<file path="config.mk">
export PLATFORM = sky130hd
export DESIGN_NAME = gbsha_fir_stream
export DESIGN_NICKNAME = d
export VERILOG_FILES = /design/src/rtl/gbsha_fir_pkg.sv /design/src/rtl/gbsha_fir_round_sat.sv /design/src/rtl/gbsha_fir_stream.sv
export SDC_FILE = /design/constraint.sdc
export NUM_CORES = 1
export LEC_CHECK = 0
export ABC_AREA = 1
export ABC_CLOCK_PERIOD_IN_PS = 10000
export BUFFER_PORTS_ARGS = -buffer_cell sky130_fd_sc_hd__buf_2
export CAP_MARGIN = 10
export CORE_AREA = 2 2 218 134
export DETAILED_ROUTE_END_ITERATION = 7
export DIE_AREA = 0 0 220 136
export HOLD_SLACK_MARGIN = 0.12
export PLACE_DENSITY = 0.81
export SLEW_MARGIN = 20
export SYNTH_ARGS = -nofsm -noshare
export SYNTH_HDL_FRONTEND = slang
export SYNTH_SLANG_ARGS = --single-unit
</file>
<file path="constraint.sdc">
create_clock -name clk -period 10 [get_ports clk]
set_input_delay 1 -clock clk [delete_from_list [all_inputs] [get_ports clk]]
set_output_delay 1 -clock clk [all_outputs]
set_load 0.05 [all_outputs]
</file>
<file path="src/rtl/gbsha_fir_pkg.sv">
// Shared types and width helpers for the gbsha streaming FIR filter.
// Imported by the top level and the scaling stage.
package gbsha_fir_pkg;

    typedef enum logic {
        ST_LOAD = 1'b0,
        ST_RUN  = 1'b1
    } fir_state_e;

    function automatic int fir_acc_width(input int bw_in, input int bw_coef, input int n_taps);
        return bw_in + bw_coef + $clog2(n_taps);
    endfunction

endpackage

</file>
<file path="src/rtl/gbsha_fir_round_sat.sv">
// Combinational output scaling: round-half-up arithmetic shift, then
// saturation to the signed output range with a clip flag.
module gbsha_fir_round_sat #(
    parameter int BW_ACC = 15,
    parameter int SHIFT  = 0,
    parameter int BW_OUT = 8
) (
    input  logic signed [BW_ACC-1:0] acc,
    output logic signed [BW_OUT-1:0] r,
    output logic                     sat
);

    // One guard bit for the rounding add, one more so the clip bounds always fit.
    localparam int CW     = ((BW_ACC + 1 > BW_OUT) ? BW_ACC + 1 : BW_OUT) + 1;
    localparam int HALF_I = (SHIFT > 0) ? (1 << ((SHIFT > 0) ? SHIFT - 1 : 0)) : 0;

    localparam logic signed [CW-1:0] HALF    = CW'(HALF_I);
    localparam logic signed [CW-1:0] SAT_MAX = {{(CW - BW_OUT + 1){1'b0}}, {(BW_OUT - 1){1'b1}}};
    localparam logic signed [CW-1:0] SAT_MIN = ~SAT_MAX;

    logic signed [CW-1:0] scaled;

    always_comb begin
        scaled = (CW'(acc) + HALF) >>> SHIFT;
        r      = scaled[BW_OUT-1:0];
        sat    = 1'b0;
        if (scaled > SAT_MAX) begin
            r   = SAT_MAX[BW_OUT-1:0];
            sat = 1'b1;
        end else if (scaled < SAT_MIN) begin
            r   = SAT_MIN[BW_OUT-1:0];
            sat = 1'b1;
        end
    end

endmodule

</file>
<file path="src/rtl/gbsha_fir_stream.sv">
// Streaming FIR with valid/ready handshakes, run-time coefficient reload and
// rounded, saturating output. Single-cycle MAC feeding a one-deep output register.
module gbsha_fir_stream
    import gbsha_fir_pkg::*;
#(
    parameter int N_TAPS  = 8,
    parameter int BW_IN   = 6,
    parameter int BW_COEF = 6,
    parameter int BW_OUT  = 8,
    parameter int SHIFT   = 0
) (
    input  logic                     clk,
    input  logic                     reset_n,
    input  logic                     coef_load,
    input  logic                     in_valid,
    output logic                     in_ready,
    input  logic signed [BW_IN-1:0]  in_data,
    output logic                     out_valid,
    input  logic                     out_ready,
    output logic signed [BW_OUT-1:0] out_data,
    output logic                     out_sat,
    output logic                     coef_loaded
);

    localparam int BW_ACC = fir_acc_width(BW_IN, BW_COEF, N_TAPS);
    localparam int CNT_W  = $clog2(N_TAPS + 1);
    localparam logic [CNT_W-1:0] CNT_LAST = CNT_W'(N_TAPS - 1);

    fir_state_e                state_q, state_d;
    logic [CNT_W-1:0]          cnt_q, cnt_d;
    logic signed [BW_COEF-1:0] coef_q [N_TAPS];
    logic signed [BW_COEF-1:0] coef_d [N_TAPS];
    // Only the N_TAPS-1 older samples are stored; tap 0 is the incoming word.
    logic signed [BW_IN-1:0]   hist_q [N_TAPS-1];
    logic signed [BW_IN-1:0]   hist_d [N_TAPS-1];
    logic                      out_valid_q, out_valid_d;
    logic signed [BW_OUT-1:0]  out_data_q, out_data_d;
    logic                      out_sat_q, out_sat_d;

    logic signed [BW_ACC-1:0]  acc;
    logic signed [BW_OUT-1:0]  r;
    logic                      r_sat;
    logic                      accept;

    always_comb begin
        acc = BW_ACC'(coef_q[0]) * BW_ACC'(in_data);
        for (int unsigned i = 1; i < N_TAPS; i++) begin
            acc = acc + BW_ACC'(coef_q[i]) * BW_ACC'(hist_q[i-1]);
        end
    end

    gbsha_fir_round_sat #(
        .BW_ACC (BW_ACC),
        .SHIFT  (SHIFT),
        .BW_OUT (BW_OUT)
    ) u_round_sat (
        .acc (acc),
        .r   (r),
        .sat (r_sat)
    );

    // reset_n gates in_ready directly so the source sees not-ready during reset.
    always_comb begin
        in_ready = reset_n && !coef_load
                   && ((state_q == ST_LOAD) || !out_valid_q || out_ready);
        accept   = in_valid && in_ready;
    end

    always_comb begin
        state_d     = state_q;
        cnt_d       = cnt_q;
        coef_d      = coef_q;
        hist_d      = hist_q;
        out_valid_d = out_valid_q;
        out_data_d  = out_data_q;
        out_sat_d   = out_sat_q;

        if (coef_load) begin
            state_d     = ST_LOAD;
            cnt_d       = '0;
            out_valid_d = 1'b0;
            for (int unsigned i = 0; i < N_TAPS - 1; i++) begin
                hist_d[i] = '0;
            end
        end else if (state_q == ST_LOAD) begin
            if (accept) begin
                coef_d[0] = BW_COEF'(in_data);
                for (int unsigned i = 1; i < N_TAPS; i++) begin
                    coef_d[i] = coef_q[i-1];
                end
                cnt_d = cnt_q + 1'b1;
                if (cnt_q == CNT_LAST) begin
                    state_d = ST_RUN;
                end
            end
        end else begin
            if (accept) begin
                hist_d[0] = in_data;
                for (int unsigned i = 1; i < N_TAPS - 1; i++) begin
                    hist_d[i] = hist_q[i-1];
                end
                out_valid_d = 1'b1;
                out_data_d  = r;
                out_sat_d   = r_sat;
            end else if (out_ready) begin
                out_valid_d = 1'b0;
            end
        end
    end

    always_ff @(posedge clk or negedge reset_n) begin
        if (!reset_n) begin
            state_q     <= ST_LOAD;
            cnt_q       <= '0;
            out_valid_q <= 1'b0;
            out_data_q  <= '0;
            out_sat_q   <= 1'b0;
            for (int unsigned i = 0; i < N_TAPS; i++) begin
                coef_q[i] <= '0;
            end
            for (int unsigned i = 0; i < N_TAPS - 1; i++) begin
                hist_q[i] <= '0;
            end
        end else begin
            state_q     <= state_d;
            cnt_q       <= cnt_d;
            out_valid_q <= out_valid_d;
            out_data_q  <= out_data_d;
            out_sat_q   <= out_sat_d;
            coef_q      <= coef_d;
            hist_q      <= hist_d;
        end
    end

    assign out_valid   = out_valid_q;
    assign out_data    = out_data_q;
    assign out_sat     = out_sat_q;
    assign coef_loaded = (state_q == ST_RUN);

endmodule
</file>
== Word level (Yosys, flattened, before mapping) ==
Cells that the tools add are included.
Widths: inputs -> output; s select.

* Multipliers: 8
* Bitwise gates (word level): 2
* $lt $le $gt $ge: 2
* Eq/ne operators: 2
* $add $sub $neg: 8
* Reductions and logical operators: 15
* Muxes and demuxes: 18

{| class="wikitable"
|+ Operators by type and width
! cell !! count
|-
| $mux 42 || 3
|-
| $mul 6x6->12 || 8
|-
| $add 15x12->15 || 4
|-
| $mux 8 || 2
|-
| $add 14x12->15 || 1
|-
| $gt 15x8->1 const B || 1
|-
| $lt 15x8->1 const B || 1
|-
| $add 13x12->14 || 1
|-
| $add 12x12->13 || 1
|-
| $mux 4 || 3
|-
| $mux 1 || 10
|-
| $reduce_and 2->1 || 3
|-
| $reduce_and 3->1 || 2
|-
| $add 4x1->4 const B || 1
|-
| $eq 4x3->1 const B || 1
|-
| $reduce_bool 2->1 || 2
|-
| $logic_and 1x1->1 || 3
|-
| $reduce_bool 3->1 || 1
|-
| $logic_not 1->1 || 2
|-
| $logic_or 1x1->1 || 2
|-
| $ne 2x2->1 const B || 1
|-
| $not 1->1 || 2
|}

* Input bits: 11
* Output and inout bits: 12
* Register bits: 105

== Depth between registers and ports, before layout ==
Gate-level depths: netlist of run 1.

* Word-level depth: 11
* Depth in mapped cells: 35

== Modules after synthesis ==
From an unflattened synthesis of run 1, not the netlist that was laid out.

* Cell total of the unflattened synthesis: 1,921
* Area, all modules: 17,299.1 um^2

{| class="wikitable"
|+ By module, submodules not included
! module !! cells each !! area each (um^2) !! times used
|-
| gbsha_fir_stream || 1,891 || 17,169.0 || 1
|-
| gbsha_fir_round_sat || 30 || 130.1 || 1
|}

== Worst setup path before layout of run 1 ==
No wires, ideal clock.

* Path kind: input to register
* From: input port in_data[4]
* To: register out_sat_q (netlist: out_sat)
* Required time: 9,882 ps
* Buffers on the path: 1
* Path slack: 2,599 ps
* Arrival time: 7,283 ps
* Cell stages on the path: 31
* Setup time: 118 ps
* Path through: clkbuf_1 nand2_1 fa_1 inv_1 fa_1 inv_1 fa_1 fa_1 fa_1 inv_1 fa_1 fa_1 fa_1 inv_1 fa_1 inv_1 ha_1 nand2_1 inv_1 a21oi_1 nand2_1 nand2_1 nand2_1 inv_1 nand2_1 nor2_1 nand4_1 nand3_2 nand2_1 nand2_1 nand2_1

* Cells in the longest elaborated chain, start to end: 11

{| class="wikitable"
|+ Ends and longest elaborated chain
! what !! line !! text
|-
| from (decl) || gbsha_fir_stream.sv:17 || <nowiki>input logic signed [BW_IN-1:0] in_data,</nowiki>
|-
| $mul 6x6->12 (*) || gbsha_fir_stream.sv:46 || <nowiki>acc = BW_ACC'(coef_q[0]) * BW_ACC'(in_data);</nowiki>
|-
| $add 12x12->13 (*) || gbsha_fir_stream.sv:48 || <nowiki>acc = acc + BW_ACC'(coef_q[i]) * BW_ACC'(hist_q[i-1]);</nowiki>
|-
| $add 13x12->14 (*) || gbsha_fir_stream.sv:48 ||
|-
| $add 14x12->15 (*) || gbsha_fir_stream.sv:48 ||
|-
| $add 15x12->15 (*) (4 in series) || gbsha_fir_stream.sv:48 ||
|-
| $lt 15x8->1 || gbsha_fir_round_sat.sv:30 || <nowiki>end else if (scaled < SAT_MIN) begin</nowiki>
|-
| $mux 1 || gbsha_fir_round_sat.sv:30 ||
|-
| $mux 1 (*) || gbsha_fir_round_sat.sv:27 || <nowiki>if (scaled > SAT_MAX) begin</nowiki>
|-
| to (signal assigned) || gbsha_fir_stream.sv:129 || <nowiki>out_sat_q <= out_sat_d;</nowiki>
|-
| to (decl) || gbsha_fir_stream.sv:38 || <nowiki>logic out_sat_q, out_sat_d;</nowiki>
|}

Mark *: on every way between the ends. The rest lies on a longest branch, timed or not.
A chain may end at the register's enable or synchronous reset.

== Worst setup path in the final report of run 1 ==
* From: register hist_q[18] (netlist bit)
* To: register out_data_q[5] (netlist: out_data[5])

* Cells in the longest elaborated chain, start to end: 8

{| class="wikitable"
|+ Ends and longest elaborated chain
! what !! line !! text
|-
| from (decl) || gbsha_fir_stream.sv:34 || <nowiki>logic signed [BW_IN-1:0] hist_q [N_TAPS-1];</nowiki>
|-
| from (signal assigned) || gbsha_fir_stream.sv:131 || <nowiki>hist_q <= hist_d;</nowiki>
|-
| $mul 6x6->12 (*) || gbsha_fir_stream.sv:48 ||
|-
| $add 15x12->15 (*) (4 in series) || gbsha_fir_stream.sv:48 ||
|-
| $lt 15x8->1 || gbsha_fir_round_sat.sv:30 ||
|-
| $mux 8 || gbsha_fir_round_sat.sv:30 ||
|-
| $mux 8 (*) || gbsha_fir_round_sat.sv:27 ||
|-
| to (signal assigned) || gbsha_fir_stream.sv:128 || <nowiki>out_data_q <= out_data_d;</nowiki>
|-
| to (decl) || gbsha_fir_stream.sv:37 || <nowiki>logic signed [BW_OUT-1:0] out_data_q, out_data_d;</nowiki>
|}

Marked as above.

==> metrics, run 1 <==
post-synthesis sequential area ratio 15.17%; initial antenna violation count 1; nets 2503; CP required approximately 10 ns; I/O Buffers 22; DRT met1 WL roughly 20000 um; CTS tree built; Post-DP HPWL ~39000 um; Max rail drop VDD 0.1635 mV; Syn. warnings 0; chip width 220 um; Worst EP arrival 8.19 ns; final core utilization 64.07%; cell row count 48; met2 wire len between 15000 and 20000 um; CP Launch Type register; leading cell type in the layout, fill and taps excluded inv_1; CTS Buffer Depth 2; routed len/inst 19.46 um; syn avg cell area 8.581 um2; CP Capture Point out_data[5]; gr ovfl total 0; Post-Route WL 46360 um; most frequent cells in the layout 701 x inv_1, 466 x nand2_1, 378 x fa_1; Starting Density 61.64%; Slew Viols, Final 0; Via-to-Cell Ratio approximately 5.3; endpoint type of the worst setup path register; pin count of the biggest net entering global routing 67; clock-pin slew on the worst setup and hold paths 0.08 ns; clk_lat worst skew 0.40 ns; diode count 0; core area roughly 28000 um2; CTS Sinks about 110; Reg2Reg Setup Slack between 2 and 2.5 ns; Slew HR 37.36%; crit path from hist_q[18]; P_leak 10.73 nW; Synth cell types 35; H-tree levels 3; clock skew roughly 0.014 ns; Initial DRC Count 1439; RR Startpoint hist_q[18]; Final Setup Violations 0; hold_buf cts 0; share of layout cells above drive strength 1 under 10%; drt first pass iters 5; vias in the first global route 13320; Max-Cap Viols 0; total negative slack 0 ns; status complete, no violations; crit path time final 7.864 ns; pwr dens 160.8 nW/um2; ANT nets after route 0; period utilization 78.64%; fmax ~0.13 GHz; FF-to-FF path depth 26; TritonCTS Buffers 9; CTS root buffer clkbuf_16; # IOs 23; post-CTS resize count 0; Die Height approximately 140 um; final hold viol count 0; Mapped Cells 2019; Critical R2R Capture out_data[5]; global-route wire length before repair ~75000 um; die area 29920 um2; crit-path max FO 7; syn nets 2520; setup bufs post-CTS 0; Worst-Margin Slew 0.9395 ns; synthesis-stage register bit count 105; P&R area growth vs syn 3.936%; synthesized area 17330 um2; unrepaired setup endpoints after global routing no; DR vias roughly 13000; top sig layer met5; gr usage total 34.12%; worst setup path class register to register; met3 wire length 5459 um; placer congestion estimate approximately 0.94; worst hold path type register to register; Remaining DRCs 0
synthesized netlist by cell type, drive strengths merged:
master | n | area, um2
dfrtp | 105 | 2628
fa | 378 | 7567
ha | 112 | 1401
nand2 | 470 | 1779
and2 | 1 | 6.260
nand3 | 38 | 200.2
or2 | 3 | 18.77
inv | 704 | 2645
o21a | 1 | 7.510
xor2 | 1 | 8.760
clkbuf | 39 | 146.4
nand3b | 2 | 15.01
xnor2 | 7 | 61.31
nand4 | 6 | 37.54
nor3 | 1 | 5.000
o21ai | 52 | 260.3
a21oi | 8 | 40.04
a31oi | 2 | 27.53
o31ai | 1 | 7.510
nor2 | 40 | 170.2
nand2b | 1 | 6.260
buf | 14 | 78.83
o21bai | 1 | 7.510
o22ai | 32 | 200.2
state kept, by name (all words and copies together) (netlist names):
register,cells
coef_q,48
out_data,8
out_valid,1
coef_loaded,1
cnt_q,4
out_sat,1
hist_q,42
power by group:
part           leakage (nW)  switching, mW  internal [mW]
clock                 0.142          0.191          0.198
sequential             1.39          0.131          0.486
combinational          9.19           1.22          0.672
critical path, stage by stage, from the launching register on:
cell and delay, ns:
dfrtp_1 0.55, nand2_1 0.21, fa_1 0.73, inv_1 0.12, fa_1 0.58, fa_1 0.57
inv_1 0.07, fa_1 0.55, inv_1 0.07, fa_1 0.51, inv_1 0.05, fa_1 0.55
fa_1 0.45, fa_1 0.47, fa_1 0.53, inv_1 0.06, ha_1 0.31, inv_1 0.07
nor3_1 0.41, o21ai_0 0.17, nand3_1 0.16, inv_1 0.07, nand3_1 0.09, nand3_2 0.18
nand2_1 0.09, inv_1 0.05, a21oi_1 0.11
cell type report:
class                           instances  area (um2)
Timing Repair Buffer                   25       135.1
Fill cell                            2302       10100
Clock buffer                           10       229.0
Multi-Input combinational cell       1157       11830
Inverter                              704        2645
Clock inverter                          6       73.82
Sequential cell                       105        2628
Tap cell                              375       469.2
metal layers:
layer / vias up / GRT usage, %
met5: - / 0
met4: 2 / 8.128
met3: 73 / 9.396
met2: 649 / 48.17
met1: 6380 / 52.41
li1: 5602 / -
cell families after synthesis:
kind of cell / count (synthesis) / synth area share (%)
flip-flops: 105 / 15.17
adder cells (fa/ha/maj): 490 / 51.77
AO/OA/AOI/OAI: 97 / 3.178
buffers and inverters: 757 / 16.57
XOR/XNOR: 8 / 0.4044
AND/OR/NAND/NOR: 562 / 12.92
metrics by stage:
stage | cells | hold slack (ns) | setup WS, ns | cell area [um2] | power [mW]
final | 2382 | 0.4808 | 2.136 | 18010 | 2.895
after global routing | 2382 | 0.5118 | 1.823 | 18010 | 3.188
after CTS | 2382 | 0.4850 | 2.230 | 18010 | 2.873
after detailed placement | 2366 | 0.4641 | 2.029 | 17700 | 2.472
after global placement | 2366 | 0.4593 | 2.108 | 17700 | 2.413
after floorplan | 2019 | 0.4533 | 2.599 | 17330 | 1.981
worst min path at each step:
stage | cells after the start | slack, ns | end | startpoint
floorplan | 1 | 0.45 | coef_loaded | cnt_q[3]
global placement | 2 | 0.46 | out_data[3] | out_data[3]
detailed placement | 2 | 0.46 | out_data[3] | out_data[3]
CTS | 2 | 0.48 | out_data[3] | out_data[3]
global route | 1 | 0.51 | coef_loaded | cnt_q[3]
finish | 2 | 0.48 | out_data[2] | out_data[2]
No activity file was read; power rests on OpenSTA's default activity.
==> inputs of run 2 (changes only) <==
--- a/config.mk
+++ b/config.mk
@@ -6,7 +6,7 @@
 export NUM_CORES = 1
 export LEC_CHECK = 0
 export ABC_AREA = 1
-export ABC_CLOCK_PERIOD_IN_PS = 10000
+export ABC_CLOCK_PERIOD_IN_PS = 7900
 export BUFFER_PORTS_ARGS = -buffer_cell sky130_fd_sc_hd__buf_2
 export CAP_MARGIN = 10
 export CORE_AREA = 2 2 218 134
==> constraint.sdc (replaced) <==
create_clock -name clk -period 7.9 [get_ports clk]
set_input_delay 0.79 -clock clk [delete_from_list [all_inputs] [get_ports clk]]
set_output_delay 0.79 -clock clk [all_outputs]
set_load 0.05 [all_outputs]
==> run 2 against run 1 <==
  * First-iteration DRC count rose by 5.6%
  * Combinational power rose by 28%
  * Clock skew fell by 0.0031 ns
  * Via count fell by 0.23%
  * Wire length fell by 0.40%
  * Clock power rose by 40%
  * Critical path type unchanged
  * Largest power group unchanged
==> metrics, run 2 (synthesis gave the netlist of run 1 again) <==
status complete, no violations; crit path time final between 7 and 8 ns; Worst EP arrival 7.88 ns; Worst-Margin Slew 0.9185 ns; Max-Cap Viols 0; unrepaired setup endpoints after global routing no; H-tree levels 3; fmax 0.1318 GHz; core area 28110 um2; max FFs per register 48; die area 29920 um2; Final Setup Violations 0; slowest CP cell fa_1; P&R area growth vs syn 4.767%; leading cell type in the layout, fill and taps excluded inv_1; chip width 220 um; gr ovfl total 0; initial antenna violation count 1; Inst Count DP 2378; Die Height 136 um; CP required 8.19 ns; share of layout cells above drive strength 1 3.764%; drt first pass iters 6; Post-DP HPWL 39480 um; P_leak roughly 11 nW; delay-heaviest family, CP adder cells; TritonCTS Buffers 9; Post-Route WL 46180 um; critical path buffer and inverter count 8; vias in the first global route 13330; clock-pin slew on the worst setup and hold paths about 0.080 ns; gr usage total roughly 34%; I/O Buffers 22; clk_lat worst skew 0.40 ns; clock skew 0.01043 ns; # IOs 23; most frequent CP cell fa_1; setup slack after layout 0.3132 ns; hold_buf cts 0; pwr dens approximately 210 nW/um2; Starting Density 61.64%; CTS Buffer Depth 2; worst hold path type input pin to async pin; global-route wire length before repair 74270 um; max incr delay on CP 0.62 ns; total negative slack 0 ns; CTS Sinks 105; final hold slack between 0.3 and 0.4 ns; final hold viol count 0; Initial DRC Count around 1500; endpoint type of the worst setup path register; Via-to-Cell Ratio 5.293; placer congestion estimate 0.9358; fin cells 2395; nets around 2500; routed len/inst 19.28 um; Max rail drop VDD between 0.2 and 0.25 mV; ANT nets after route 0; DR vias roughly 13000; Slew HR about two fifths; period utilization 96.04%; cell row count 48; CP Launch Type register; CTS root buffer clkbuf_16; CTS tree built; register name with the most flops coef_q; Slew Viols, Final 0; crit-path max FO 8; pin count of the biggest net entering global routing between 60 and 70; dpl ws slightly above 0.2 ns; fill count about 2300; most frequent cells in the layout 701 x inv_1, 465 x nand2_1, 376 x fa_1; worst setup path class register to register; Remaining DRCs 0
## run 2: what timing repair did
item	CTS	global route
buffers inserted	0	0
gates resized for setup	0	7
setup endpoints to repair	0	8
## run 2: path summary, 6_finish.rpt
check | startpoint | to | slack [ns] | cells past startpoint
hold / removal | reset_n | out_valid | 0.40 | 1
setup / recovery | coef_q[17] | out_data[6] | 0.31 | 26
setup reg to reg | coef_q[17] | out_data[6] | 0.31 | 26
hold reg to reg | out_sat | out_sat | 0.48 | 2
max in group asynchronous | reset_n | coef_q[23] | 6.07 | 2
min in group clk | out_sat | out_sat | 0.48 | 2
## run 2: stage by stage
step	area [um2]	utilization, %	total power, mW
2_1_floorplan	17330	-	2.508
4_1_cts	18130	64.51	3.676
3_5_place_dp	17790	63.31	3.125
6_report	18150	64.58	3.730
3_3_place_gp	17790	63.31	3.057
5_1_grt	18150	64.57	4.091
## run 2: layer usage
layer | vias up | wire length, um | track usage [%] | share of wire (%)
met5 | - | 0 | 0 | 0
met4 | 0 | 906 | 7.681 | 2.0
met3 | 73 | 6474 | 13.24 | 14
met2 | 690 | 19090 | 47.27 | 41
met1 | 6297 | 19700 | 50.95 | 43
li1 | 5617 | - | - | -
## run 2: cell type report
cell class | instances | area, um2 | area share (%)
flip-flops and latches | 105 | 2631 | 14.50
clock buffers | 11 | 252.7 | 1.392
well taps | 375 | 469.2 | 2.585
clock inverters | 5 | 85.08 | 0.4687
inverters | 704 | 2645 | 14.57
multi-input cells | 1157 | 11840 | 65.23
repair buffers | 37 | 225.2 | 1.241
diodes | 1 | 2.502 | 0.01379
## run 2: worst reg2reg max path: cells and delay by family, from the launching register on
family | cells | cell delay, ns
flip-flops | 1 | 0.50
buffers and inverters | 8 | 0.73
AND/OR/NAND/NOR | 5 | 0.71
AO/OA/AOI/OAI | 3 | 0.46
adder cells (fa/ha/maj) | 10 | 5.08
## run 2: report_power, final
part	switching (mW)	total (mW)	internal (mW)
combinational	1.55	2.41	0.855
sequential	0.163	0.778	0.616
clock	0.247	0.544	0.298
